File: config.mk
export PLATFORM = sky130hd
export DESIGN_NAME = btn_pulse_ctrl
export DESIGN_NICKNAME = d
export VERILOG_FILES = /design/src/rtl/btn_pulse_ctrl_pkg.sv /design/src/rtl/btn_chan.sv /design/src/rtl/btn_pulse_ctrl.sv
export SDC_FILE = /design/constraint.sdc
export NUM_CORES = 1
export LEC_CHECK = 0
export CORE_UTILIZATION = 62
export CTS_BUF_LIST = sky130_fd_sc_hd__clkbuf_4 sky130_fd_sc_hd__clkbuf_8
export CTS_CLUSTER_DIAMETER = 60
export CTS_CLUSTER_SIZE = 40
export DETAILED_ROUTE_END_ITERATION = 7
export HOLD_SLACK_MARGIN = 0.12
export PLACE_DENSITY = 0.81
export SETUP_SLACK_MARGIN = 0.15
export SYNTH_ARGS = -nofsm -noshare
export SYNTH_HDL_FRONTEND = slang
export SYNTH_SLANG_ARGS = --single-unit
File: constraint.sdc
create_clock -name i_clk -period 2.2 [get_ports i_clk]
set_input_delay 0.33 -clock i_clk [delete_from_list [all_inputs] [get_ports i_clk]]
set_output_delay 0.33 -clock i_clk [all_outputs]
set_load 0.03 [all_outputs]
File: src/rtl/btn_pulse_ctrl_pkg.sv
// Shared types and board-clock timing defaults for the front-panel button controller.
package btn_pulse_ctrl_pkg;

  typedef enum logic [1:0] {
    ST_IDLE  = 2'd0,
    ST_PRESS = 2'd1,
    ST_HELD  = 2'd2
  } btn_st_e;

  // 24 MHz board clock: 10 ms debounce, 1 s long press
  localparam int DEF_NUM_BTN  = 2;
  localparam int DEF_DEB_CYC  = 240000;
  localparam int DEF_LONG_CYC = 24000000;

endpackage

File: src/rtl/btn_chan.sv
// One button channel: 2-FF synchronizer, debounce counter, press classifier FSM.
// BTN_PULSE_CTRL_LONG_EN enables long-press detection; otherwise a short pulse fires on press.
module btn_chan
  import btn_pulse_ctrl_pkg::*;
#(
  parameter int DEB_CYC  = DEF_DEB_CYC,
  parameter int LONG_CYC = DEF_LONG_CYC
) (
  input  logic i_clk,
  input  logic i_res_n,
  input  logic i_btn_n,
  output logic o_btn_lvl,
  output logic o_short_pls,
  output logic o_long_pls
);

  localparam int              DW      = $clog2(DEB_CYC);
  localparam logic [DW-1:0]   DEB_MAX = DW'(DEB_CYC - 1);

  if (DEB_CYC < 2 || LONG_CYC <= DEB_CYC) begin : g_cfg_err
    $error("btn_chan: need DEB_CYC >= 2 and LONG_CYC > DEB_CYC");
  end

  logic [1:0]    sync_q;
  logic [DW-1:0] deb_q, deb_d;
  logic          lvl_q, lvl_d;
  btn_st_e       st_q, st_d;
  logic          short_q, short_d;
  logic          long_q, long_d;

  always_comb begin
    deb_d = '0;
    lvl_d = lvl_q;
    if (sync_q[1] != lvl_q) begin
      if (deb_q == DEB_MAX) lvl_d = ~lvl_q;
      else                  deb_d = deb_q + 1'b1;
    end
  end

`ifdef BTN_PULSE_CTRL_LONG_EN
  localparam int            HW       = $clog2(LONG_CYC);
  localparam logic [HW-1:0] HOLD_MAX = HW'(LONG_CYC - 1);
  localparam logic [HW-1:0] HOLD_PRE = HW'(LONG_CYC - 2);

  logic [HW-1:0] hold_q, hold_d;

  // Long fires on the edge where hold reaches LONG_CYC-1, i.e. LONG_CYC cycles after the level rise;
  // a release seen on that same edge takes priority.
  always_comb begin
    st_d    = st_q;
    short_d = 1'b0;
    long_d  = 1'b0;
    hold_d  = (hold_q == HOLD_MAX) ? hold_q : hold_q + 1'b1;
    case (st_q)
      ST_IDLE: begin
        hold_d = '0;
        if (lvl_q) st_d = ST_PRESS;
      end
      ST_PRESS: begin
        if (!lvl_q) begin
          st_d    = ST_IDLE;
          short_d = 1'b1;
        end else if (hold_q == HOLD_PRE) begin
          st_d   = ST_HELD;
          long_d = 1'b1;
        end
      end
      ST_HELD: if (!lvl_q) st_d = ST_IDLE;
      default: st_d = ST_IDLE;
    endcase
  end

  always_ff @(posedge i_clk or negedge i_res_n) begin
    if (!i_res_n) hold_q <= '0;
    else          hold_q <= hold_d;
  end
`else
  always_comb begin
    st_d    = st_q;
    short_d = 1'b0;
    long_d  = 1'b0;
    case (st_q)
      ST_IDLE: begin
        if (lvl_q) begin
          st_d    = ST_PRESS;
          short_d = 1'b1;
        end
      end
      default: if (!lvl_q) st_d = ST_IDLE;
    endcase
  end
`endif

  always_ff @(posedge i_clk or negedge i_res_n) begin
    if (!i_res_n) begin
      sync_q  <= '0;
      deb_q   <= '0;
      lvl_q   <= 1'b0;
      st_q    <= ST_IDLE;
      short_q <= 1'b0;
      long_q  <= 1'b0;
    end else begin
      sync_q  <= {sync_q[0], ~i_btn_n};
      deb_q   <= deb_d;
      lvl_q   <= lvl_d;
      st_q    <= st_d;
      short_q <= short_d;
      long_q  <= long_d;
    end
  end

  assign o_btn_lvl   = lvl_q;
  assign o_short_pls = short_q;
  assign o_long_pls  = long_q;

endmodule

File: src/rtl/btn_pulse_ctrl.sv
// Front-panel button controller: NUM_BTN independent debounced channels with short/long pulses.
// Long-press detection is built only with BTN_PULSE_CTRL_LONG_EN defined.
module btn_pulse_ctrl
  import btn_pulse_ctrl_pkg::*;
#(
  parameter int NUM_BTN  = DEF_NUM_BTN,
  parameter int DEB_CYC  = DEF_DEB_CYC,
  parameter int LONG_CYC = DEF_LONG_CYC
) (
  input  logic               i_clk,
  input  logic               i_res_n,
  input  logic [NUM_BTN-1:0] i_btn_n,
  output logic [NUM_BTN-1:0] o_btn_lvl,
  output logic [NUM_BTN-1:0] o_short_pls,
  output logic [NUM_BTN-1:0] o_long_pls
);

  for (genvar g = 0; g < NUM_BTN; g++) begin : g_chan
    btn_chan #(
      .DEB_CYC  (DEB_CYC),
      .LONG_CYC (LONG_CYC)
    ) u_chan (
      .i_clk       (i_clk),
      .i_res_n     (i_res_n),
      .i_btn_n     (i_btn_n[g]),
      .o_btn_lvl   (o_btn_lvl[g]),
      .o_short_pls (o_short_pls[g]),
      .o_long_pls  (o_long_pls[g])
    );
  end

endmodule

==> flow_metrics.env, run 1 <==
export IMPL_status="completed"
export IMPL_grt_pass1_vias=1573
export IMPL_htreeDepth=2
export IMPL_drt_iter0_drc=52
export IMPL_busiest_layer="met2"
export IMPL_slowest_stage="clkdlybuf4s50_1"
export IMPL_grt_max_degree=27
export IMPL_synth_top_area_share=0.512
export IMPL_clock_latency_ps=360
export IMPL_multi_input_area_um2=991
export IMPL_cts_tree="done"
export IMPL_hpwlAfterDp_um=2800
export IMPL_layout_min_cycle_time_ps=1820
export IMPL_drt_first_pass_iters=4
export IMPL_fillers=253
export IMPL_path_delay_family="buffers and inverters"
export IMPL_grt_overflow=0
export IMPL_ys_seq_area_frac=0.512
export IMPL_wl_um=3890
export IMPL_nets=236
export IMPL_ys_flop_type="dfrtp_1"
export IMPL_rows=21
export IMPL_vias=1539
export IMPL_relSlewSlack=0.605
export IMPL_power_density_nw_per_um2=566
export IMPL_leakage_nw=0.995
export IMPL_wire_per_inst_um=14.1
export IMPL_use_met3=0.0496
export IMPL_cts_setup_buffers=0
export IMPL_die_y_um=62.2
export IMPL_drc=0
export IMPL_die_x_um=62.2
export IMPL_fin_tns_setup_ps=0
export IMPL_end_kind="primary output"
export IMPL_yosysMostFrequentCell="dfrtp_1"
export IMPL_synth_avg_cell_area_um2=10.3
export IMPL_cts_buffers=5
export IMPL_ir_worst_vdd_v=0.000471
export IMPL_core_um2=3420
export IMPL_regArea_um2=1150
export IMPL_clkSlewWorstSetupHoldPaths_ps=130
export IMPL_rsz0062_at_grt="no"
export IMPL_use_met1=0.234
export IMPL_antenna_cells=0
export IMPL_yosys_register_bits=46
export IMPL_numPortBuffers=7
export IMPL_finalPower_w=0.00136
export IMPL_worst_endpoint_required_ps=1870
export IMPL_worst_slew_pin_slew_ps=586
export IMPL_synth_edff_count=0
export IMPL_synthTopCellsByCount="dfrtp_1 (46), nor2_1 (37), xnor2_1 (25)"
export IMPL_cpPeakStageDelay_ps=700
export IMPL_die_area_um2=3870
export IMPL_path_cells="clkdlybuf4s50_1"
export IMPL_report_final_slew_viol_count=0
export IMPL_ant_nets=0
export IMPL_area_delta_synth_final_pct=6.84
export IMPL_worstSetupPathType="reg2out"
export IMPL_async_flop_share=1.00
export IMPL_synth_area_leaders="dfrtp_1 (51%), xnor2_1 (9.7%), nor2_1 (6.2%)"
export IMPL_crit_buf_inv=1
export IMPL_synth_area_um2=2250
export IMPL_antenna_found_initial=0
export IMPL_root_buffer="clkbuf_4"
export IMPL_maxCapViolCount=0
export IMPL_fin_skew_ps=7.83
export IMPL_vias_per_cell=5.60
export IMPL_ys_warn_count=0
export IMPL_hold_viol=0
export IMPL_met2_usage=0.431
export IMPL_netlist_instances=219
export IMPL_drive_gt1_frac=0.0961
export IMPL_initial_utilization=0.658
export IMPL_grt_pass1_wl_um=6690
export IMPL_pin_count=10
export IMPL_timing_final_crit_share=0.827
export IMPL_cts_sinks=46
export IMPL_gp_congestion=0.865
export IMPL_synth_cell_types=31
export IMPL_fmax_mhz=550
export IMPL_cp_start_kind="register"
export IMPL_hold_path_class="reg2reg"
export IMPL_yosys_area_top_type="dfrtp_1"
export IMPL_finalSetupViolations=0
export IMPL_worstPathMaxFanout=4
export IMPL_groute_usage_overall=0.227
export IMPL_cp_arrival_ps=1490
export IMPL_clock_path_buffers=2
## power breakdown
part / switching, W / leakage, nW / internal, W / total, W
logic: 0.0000404 / 0.327 / 0.0000204 / 0.0000607
clock network: 0.000261 / 0.0387 / 0.000167 / 0.000429
registers: 0.0000123 / 0.629 / 0.000858 / 0.000870
## worst paths after layout
path	start	end	slack, ps	cells after the start
max reg2reg	g_chan[1].u_chan.deb_q[12]	g_chan[1].u_chan.o_btn_lvl	430	4
min reg2reg	g_chan[1].u_chan.sync_q[0]	g_chan[1].u_chan.sync_q[1]	360	0
min in group asynchronous	i_res_n	g_chan[1].u_chan.deb_q[11]	470	2
max	g_chan[0].u_chan.o_btn_lvl	o_btn_lvl[0]	380	1
min	g_chan[1].u_chan.sync_q[0]	g_chan[1].u_chan.sync_q[1]	360	0
max in group asynchronous	i_res_n	g_chan[1].u_chan.deb_q[14]	1170	3
## placed cells by master, fill, tap and decap left out, types with 4 or more instances in the layout
| master | n |
|---|---|
| nor3_1 | 7 |
| clkbuf_4 | 6 |
| nor2_1 | 37 |
| nand2_1 | 10 |
| nand3_1 | 11 |
| inv_1 | 11 |
| xor2_1 | 8 |
| dfrtp_1 | 46 |
| nor4_1 | 9 |
| and4_1 | 4 |
| clkdlybuf4s50_1 | 6 |
| ha_1 | 4 |
| and3_1 | 4 |
| nand4_1 | 12 |
| xnor2_1 | 25 |
## stage by stage
| stage | area, um2 | setup slack [ps] | util | hold slack (ps) | instances |
|---|---|---|---|---|---|
| after global routing | 2400 | 337 | 0.703 | 386 | 275 |
| after global placement | 2330 | 499 | 0.682 | 333 | 266 |
| after floorplan | 2250 | 533 | - | 34.4 | 220 |
| after CTS | 2400 | 369 | 0.703 | 367 | 275 |
| final | 2400 | 380 | 0.703 | 363 | 275 |
| after detailed placement | 2330 | 458 | 0.682 | 338 | 266 |
## sequential cells by signal, indices dropped and copies added, names as in the netlist
signal                     count
g_chan.u_chan.o_short_pls      2
g_chan.u_chan.sync_q           4
g_chan.u_chan.deb_q           36
g_chan.u_chan.st_q             2
g_chan.u_chan.o_btn_lvl        2
## layout make-up
class	count	area share
multi-input cells	153	0.413
flip-flops and latches	46	0.479
clock buffers	7	0.0245
well taps	46	0.0240
repair buffers	11	0.0406
inverters	11	0.0172
clock inverters	1	0.00208
## cells by family (layout without fill, tap and decap cells)
logic type / Yosys count / count (layout) / synth area share
compound gates: 8 / 8 / 0.0300
other cells: 1 / 2 / 0.00167
xor+xnor: 33 / 33 / 0.129
buf+inv: 21 / 30 / 0.0490
flops: 46 / 46 / 0.512
fa+ha+maj: 4 / 4 / 0.0223
mux: 2 / 2 / 0.0100
simple gates: 104 / 104 / 0.247
## per-layer routing
layer,vias up,wire (um)
met5,-,0
met4,0,67
met3,6,72
met2,18,2170
met1,755,1580
li1,760,-
## timing repair
action,4_1_cts,5_1_grt
gates resized for setup,0,0
hold buffers,1,0
endpoints found under the hold margin,24,0
Power figures use the tool's default switching activity.
==> run 2, diff against run 1 <==
CORE_UTILIZATION = 56   (was 62)
PLACE_DENSITY = 0.78   (was 0.81)
clock period = 1.5 ns   (was 2.2 ns; I/O delays follow)
==> run 2 against run 1 <==
The flow now finishes with violations (negative setup slack). Sequential cell count did not move. Largest cell class is now multi-input combinational cells. Cell area rose by 26%. Register-to-register slack worse by 570 ps. Clock power up 86%. Largest power group unchanged. Highest routed layer unchanged. Clock skew rose by 0.82 ps. Combinational power up 140%. Critical path depth is 4 higher. Wire length increased by 40%. Cell count up 16%. Global-route usage rose by 3.8 points. Critical path type is now reg2reg. Die area rose by 10%. Setup slack got worse by 530 ps.
==> flow_metrics.env, run 2 (synthesis results as in run 1) <==
export IMPL_status="finished with violations"
export IMPL_violations="negative setup slack"
export IMPL_timing_final_crit_share=1.10
export IMPL_end_kind="register"
export IMPL_grt_overflow=0
export IMPL_worstSetupPathType="reg2reg"
export IMPL_cts_tree="done"
export IMPL_die_y_um=65.4
export IMPL_hold_path_class="reg2reg"
export IMPL_fin_tns_setup_ps=-2800
export IMPL_path_cells="nand2b_4, or4_4, o31ai_4, buf_12, nor2_1"
export IMPL_initial_utilization=0.601
export IMPL_die_x_um=65.4
export IMPL_cp_start_kind="register"
export IMPL_crit_buf_inv=1
export IMPL_die_area_um2=4270
export IMPL_worst_endpoint_required_ps=1690
export IMPL_hold_viol=0
export IMPL_rows=22
export IMPL_finalSetupViolations=25
export IMPL_slowest_stage="or4_4"
export IMPL_final_common_cell="dfrtp_1"
export IMPL_wire_per_inst_um=17.1
export IMPL_cp_depth=5
export IMPL_report_final_slew_viol_count=0
export IMPL_post_route_util=0.806
export IMPL_pin_count=10
export IMPL_drt_iter0_drc=121
export IMPL_area_delta_synth_final_pct=34.2
export IMPL_cp_arrival_ps=1840
export IMPL_rsz0062_at_grt="yes"
export IMPL_maxCapViolCount=0
export IMPL_ant_nets=0
export IMPL_layout_min_cycle_time_ps=1640
export IMPL_htreeDepth=2
export IMPL_relSlewSlack=0.648
export IMPL_clkSlewWorstSetupHoldPaths_ps=80
export IMPL_largest_register="g_chan.u_chan.deb_q"
export IMPL_reg2reg_depth=5
export IMPL_grt_max_degree=47
export IMPL_drive_gt1_frac=0.378
export IMPL_power_density_nw_per_um2=736
export IMPL_cpPeakStageDelay_ps=520
export IMPL_gp_congestion=0.831
export IMPL_hold_depth=0
export IMPL_grt_pass1_vias=1819
export IMPL_hpwlAfterDp_um=2880
export IMPL_fmax_mhz=608
export IMPL_vias=1804
export IMPL_nets=277
export IMPL_core_um2=3740
export IMPL_largest_reg_flops=36
export IMPL_clock_latency_ps=300
export IMPL_cts_buffers=5
export IMPL_ir_worst_vdd_v=0.000677
export IMPL_worstPathMaxFanout=16
export IMPL_reg_largest_list="g_chan.u_chan.deb_q (36), g_chan.u_chan.sync_q (4)"
export IMPL_finalPower_w=0.00222
export IMPL_wl_um=5450
export IMPL_root_buffer="clkbuf_8"
export IMPL_vias_per_cell=5.67
export IMPL_numPortBuffers=7
export IMPL_grt_pass1_wl_um=8300
export IMPL_drc=0
export IMPL_path_delay_family="simple AND/OR/NAND/NOR gates"
export IMPL_drt_first_pass_iters=4
export IMPL_clock_path_buffers=2
export IMPL_fin_skew_ps=8.66
export IMPL_layout_common_cells="dfrtp_1 (42), buf_4 (38), nor2_1 (28), xnor2_1 (24), nand4_1 (12)"
export IMPL_rrSetupSlack_ps=-140
export IMPL_groute_usage_overall=0.264
export IMPL_fin_ws_ps=-145
export IMPL_antenna_found_initial=0
export IMPL_cts_sinks=46
export IMPL_worst_slew_pin_slew_ps=524
export IMPL_leakage_nw=1.35
export IMPL_antenna_cells=0
[run 2: cell types whose count changed in the layout (fill, tap and decap cells not counted), moves of 4 or more]
cell	before	now
nor2_1	37	28
clkbuf_8	1	6
clkdlybuf4s50_1	6	2
dfrtp_1	46	42
clkbuf_4	6	1
nor2_2	0	6
buf_4	3	38
nor4_4	0	4
dfrtp_2	0	4
nor3_1	7	3
nor4_1	9	3
[run 2: worst paths after layout]
| check | to | from |
|---|---|---|
| min in group asynchronous | g_chan[0].u_chan.deb_q[17] | i_res_n |
| max | g_chan[1].u_chan.deb_q[12] | g_chan[1].u_chan.deb_q[12] |
| max in group asynchronous | g_chan[0].u_chan.deb_q[10] | i_res_n |
| min | g_chan[0].u_chan.sync_q[1] | g_chan[0].u_chan.sync_q[0] |
| max reg2reg | g_chan[1].u_chan.deb_q[12] | g_chan[1].u_chan.deb_q[12] |
| min reg2reg | g_chan[0].u_chan.sync_q[1] | g_chan[0].u_chan.sync_q[0] |
[run 2: timing repair]
item,CTS,global route
hold buffers,1,0
cloned,1,0
setup buffers,5,5
endpoints found under the setup margin,38,38
hold endpoints to repair,46,0
pin swaps,19,9
gates resized for setup,27,30
[run 2: per-stage QoR]
stage	area, um2	worst slack (ps)	hold WS [ps]	cells
floorplan	2290	-167	-70.6	220
detailed placement	2610	-148	229	298
global route	3020	-190	366	318
global placement	2610	-115	224	298
CTS	2870	-116	356	313
finish	3020	-145	355	318
[run 2: worst register-to-register path: cells and delay by family, from the launching register on]
family | cells | cell delay (ps)
simple gates | 3 | 730
flops | 1 | 400
compound gates | 1 | 230
buf+inv | 1 | 180
[run 2: report_power, final]
group / switching, W / internal (W) / total (W)
registers: 0.0000160 / 0.00126 / 0.00127
logic: 0.0000846 / 0.0000623 / 0.000147
clock network: 0.000410 / 0.000390 / 0.000800
total: 0.000511 / 0.00171 / 0.00222
[run 2: layout make-up]
cell class | count | area, um2
well taps | 48 | 60.1
clock buffers | 7 | 90.1
flip-flops and latches | 46 | 1160
repair buffers | 51 | 422
fillers | 220 | 727
inverters | 11 | 41.3
multi-input cells | 154 | 1240
clock inverters | 1 | 5.00
[run 2: per-layer routing]
metal	track usage	wire [um]	part of all wire
met5	0	0	0
met4	0.147	150	0.028
met3	0.0469	182	0.033
met2	0.476	2970	0.55
met1	0.291	2140	0.39
==> RTL edit (settings of run 2) <==
Re-encode `btn_st_e` (3 values) as one-hot, 3 bits wide.
--- a/src/rtl/btn_pulse_ctrl_pkg.sv
+++ b/src/rtl/btn_pulse_ctrl_pkg.sv
@@ -1,10 +1,10 @@
 // Shared types and board-clock timing defaults for the front-panel button controller.
 package btn_pulse_ctrl_pkg;
 
-  typedef enum logic [1:0] {
-    ST_IDLE  = 2'd0,
-    ST_PRESS = 2'd1,
-    ST_HELD  = 2'd2
+  typedef enum logic [2:0] {
+    ST_IDLE  = 3'b001,
+    ST_PRESS = 3'b010,
+    ST_HELD  = 3'b100
   } btn_st_e;
 
   // 24 MHz board clock: 10 ms debounce, 1 s long press
Formal check against the unedited RTL: same outputs for any inputs over 10 cycles, from zero or initial values; not proved beyond that.
==> RTL edit against run 2 <==
The run still ends with setup timing left. Sequential cell count increased by 2. Power increased by 11%. Setup slack worse by 0.34 ns. Design area grew 6.4%. Routed wire length up 21%. Cell count grew 6.0%. Hold slack improved by 0.011 ns. Synthesized area increased by 2.3%. Largest power group unchanged.
==> RTL edit: results (changes against run 2) <==
stage;metric;value;unit;change
layout;fillcell total;193;;-12%
global_route;met2 Track Usage GR;50.9;%;+3.3 points
power_and_ir_drop;internal cell power;1.90;mW;+11%
global_route;vias in the first global route;1949;;+7.1%
sta;Slew @ Worst Pin;0.530;ns;+0.00586 ns
drt;DR vias/cell;5.91;;+4.2%
drt;WL met2;3390;um;+14%
drt;initial DRC count;107;;-12%
logic_synthesis;post-synthesis cell count;226;;+3.2%
logic_synthesis;Post-synth top cells;dfrtp_1, nor2_1, xnor2_1;;
sta;Setup WS post-layout;-0.489;ns;-0.344 ns
power_and_ir_drop;Peak VDD IR;802;uV;+18%
drt;Met1 Wirelength;2580;um;+21%
global_route;first-pass GRT wire length;9200;um;+11%
place;Placed Instances;315;;+5.7%
drt;top routing layer in use;met4;;
global_route;largest net degree at the start of global routing;23;;-51%
critical_path;CP Max Fanout;2;;-14
layout;Total Nets Final;296;;+6.9%
run_status;status;complete, but fails checks;;
critical_path;CP max stage delay;0.56;ns;+0.04 ns
logic_synthesis;Synth cell types;35;;+13%
global_route;GRT met1 Usage;33.8;%;+4.7 points
place;pre-CTS setup slack;-0.402;ns;-0.254 ns
power_and_ir_drop;Leakage;1.33;nW;-1.1%
run_status;failing checks;setup timing;;
layout;Non-Filler Instances;337;;+6.0%
place;PortBufs;7;;unchanged
drt;met3 WL;278;um;+53%
sta;# setup viols final;36;;+44%
place;placed cell areas;2710;um2;+3.8%
drt;WL/cell;19.6;um;+15%
global_route;met3 Use GR;6.72;%;+2.0 points
place;Final GP Congestion;0.848;;+2.1%
clock_network;Clock Path Buffers;2;;unchanged
layout;layout cells sized above 1;42.6;%;+4.8 points
critical_path;slowest CP cell;or4b_1;;
logic_synthesis;register area share after synthesis;52.3;%;+1.1 points
sta;Max Clock Skew;0.0117;ns;+0.00302 ns
critical_path;RR Startpoint;g_chan[0].u_chan.deb_q[14];;
run;max-cap viol count;0;;unchanged
critical_path;arrival time worst endpoint;2.17;ns;+0.33 ns
logic_synthesis;top area cells in the synthesized netlist;dfrtp_1, xnor2_1, nor2_1, nand4_1, xor2_1;;
layout;top flop regs;g_chan.u_chan.deb_q (36), g_chan.u_chan.st_q (4), g_chan.u_chan.sync_q (4);;
place;HPWL after DPL;3260;um;+13%
global_route;Total GRT Usage;29.2;%;+2.8 points
-- RTL edit: cell types whose count changed in the layout (fill, tap and decap cells not counted), moves of 4 or more --
cell | before | now
nor4_4 | 4 | 0
nor2_1 | 28 | 6
nor2_2 | 6 | 23
nor2_4 | 3 | 9
buf_4 | 38 | 44
buf_6 | 3 | 7
nor4_1 | 3 | 7
-- RTL edit: worst paths after layout --
path	to	slack [ns]	depth (start not counted)
max	g_chan[0].u_chan.o_btn_lvl	-0.49	4
min	g_chan[0].u_chan.sync_q[1]	0.37	0
max reg2reg	g_chan[0].u_chan.o_btn_lvl	-0.49	4
min reg2reg	g_chan[0].u_chan.sync_q[1]	0.37	0
max in group asynchronous	g_chan[0].u_chan.deb_q[14]	0.52	3
min in group asynchronous	g_chan[1].u_chan.deb_q[7]	0.42	2
-- RTL edit: final cells by class --
type / count / area, um2 / area share (%)
clock buffers: 5 / 68.8 / 2.14
flip-flops and latches: 48 / 1210 / 37.6
well taps: 48 / 60.1 / 1.87
repair buffers: 63 / 571 / 17.8
clock inverters: 3 / 42.5 / 1.33
multi-input cells: 160 / 1220 / 38.1
inverters: 10 / 37.5 / 1.17
-- RTL edit: what timing repair did --
item / CTS / global route
cloned: 2 / 0
gates resized for setup: 38 / 38
buffers inserted: 8 / 3
hold endpoints to repair: 17 / 0
endpoints found under the setup margin: 42 / 43
pin swaps: 7 / 11
hold buffers: 1 / 0
-- RTL edit: through the flow --
step / TNS, ns / utilization [%] / hold WS (ns)
2_1_floorplan: -5.69 / - / -0.0706
3_3_place_gp: -5.22 / 71.3 / 0.203
3_5_place_dp: -6.61 / 71.3 / 0.212
4_1_cts: -9.26 / 80.5 / 0.356
5_1_grt: -13.78 / 84.5 / 0.377
6_report: -11.67 / 84.5 / 0.366
-- RTL edit: logic make-up (layout without fill, tap and decap cells) --
logic type | count (synthesis) | count (layout) | synth area share [%]
AND/OR/NAND/NOR | 108 | 108 | 24.4
flip-flops | 48 | 48 | 52.3
XOR/XNOR | 30 | 30 | 11.4
buffers and inverters | 19 | 81 | 4.40
AO/OA/AOI/OAI | 14 | 14 | 4.13
adder cells (fa/ha/maj) | 4 | 4 | 2.18
multiplexers | 2 | 2 | 0.979
other | 1 | 2 | 0.163
-- RTL edit: power by group through the flow --
stage / Sequential, mW / Clock (mW) / Combinational, mW
6_report: 1.33 / 0.930 / 0.212
5_1_grt: 1.33 / 0.995 / 0.226
4_1_cts: 1.33 / 0.935 / 0.185
3_5_place_dp: 1.35 / 0 / 0.127
3_3_place_gp: 1.35 / 0 / 0.123
2_1_floorplan: 1.35 / 0 / 0.0569
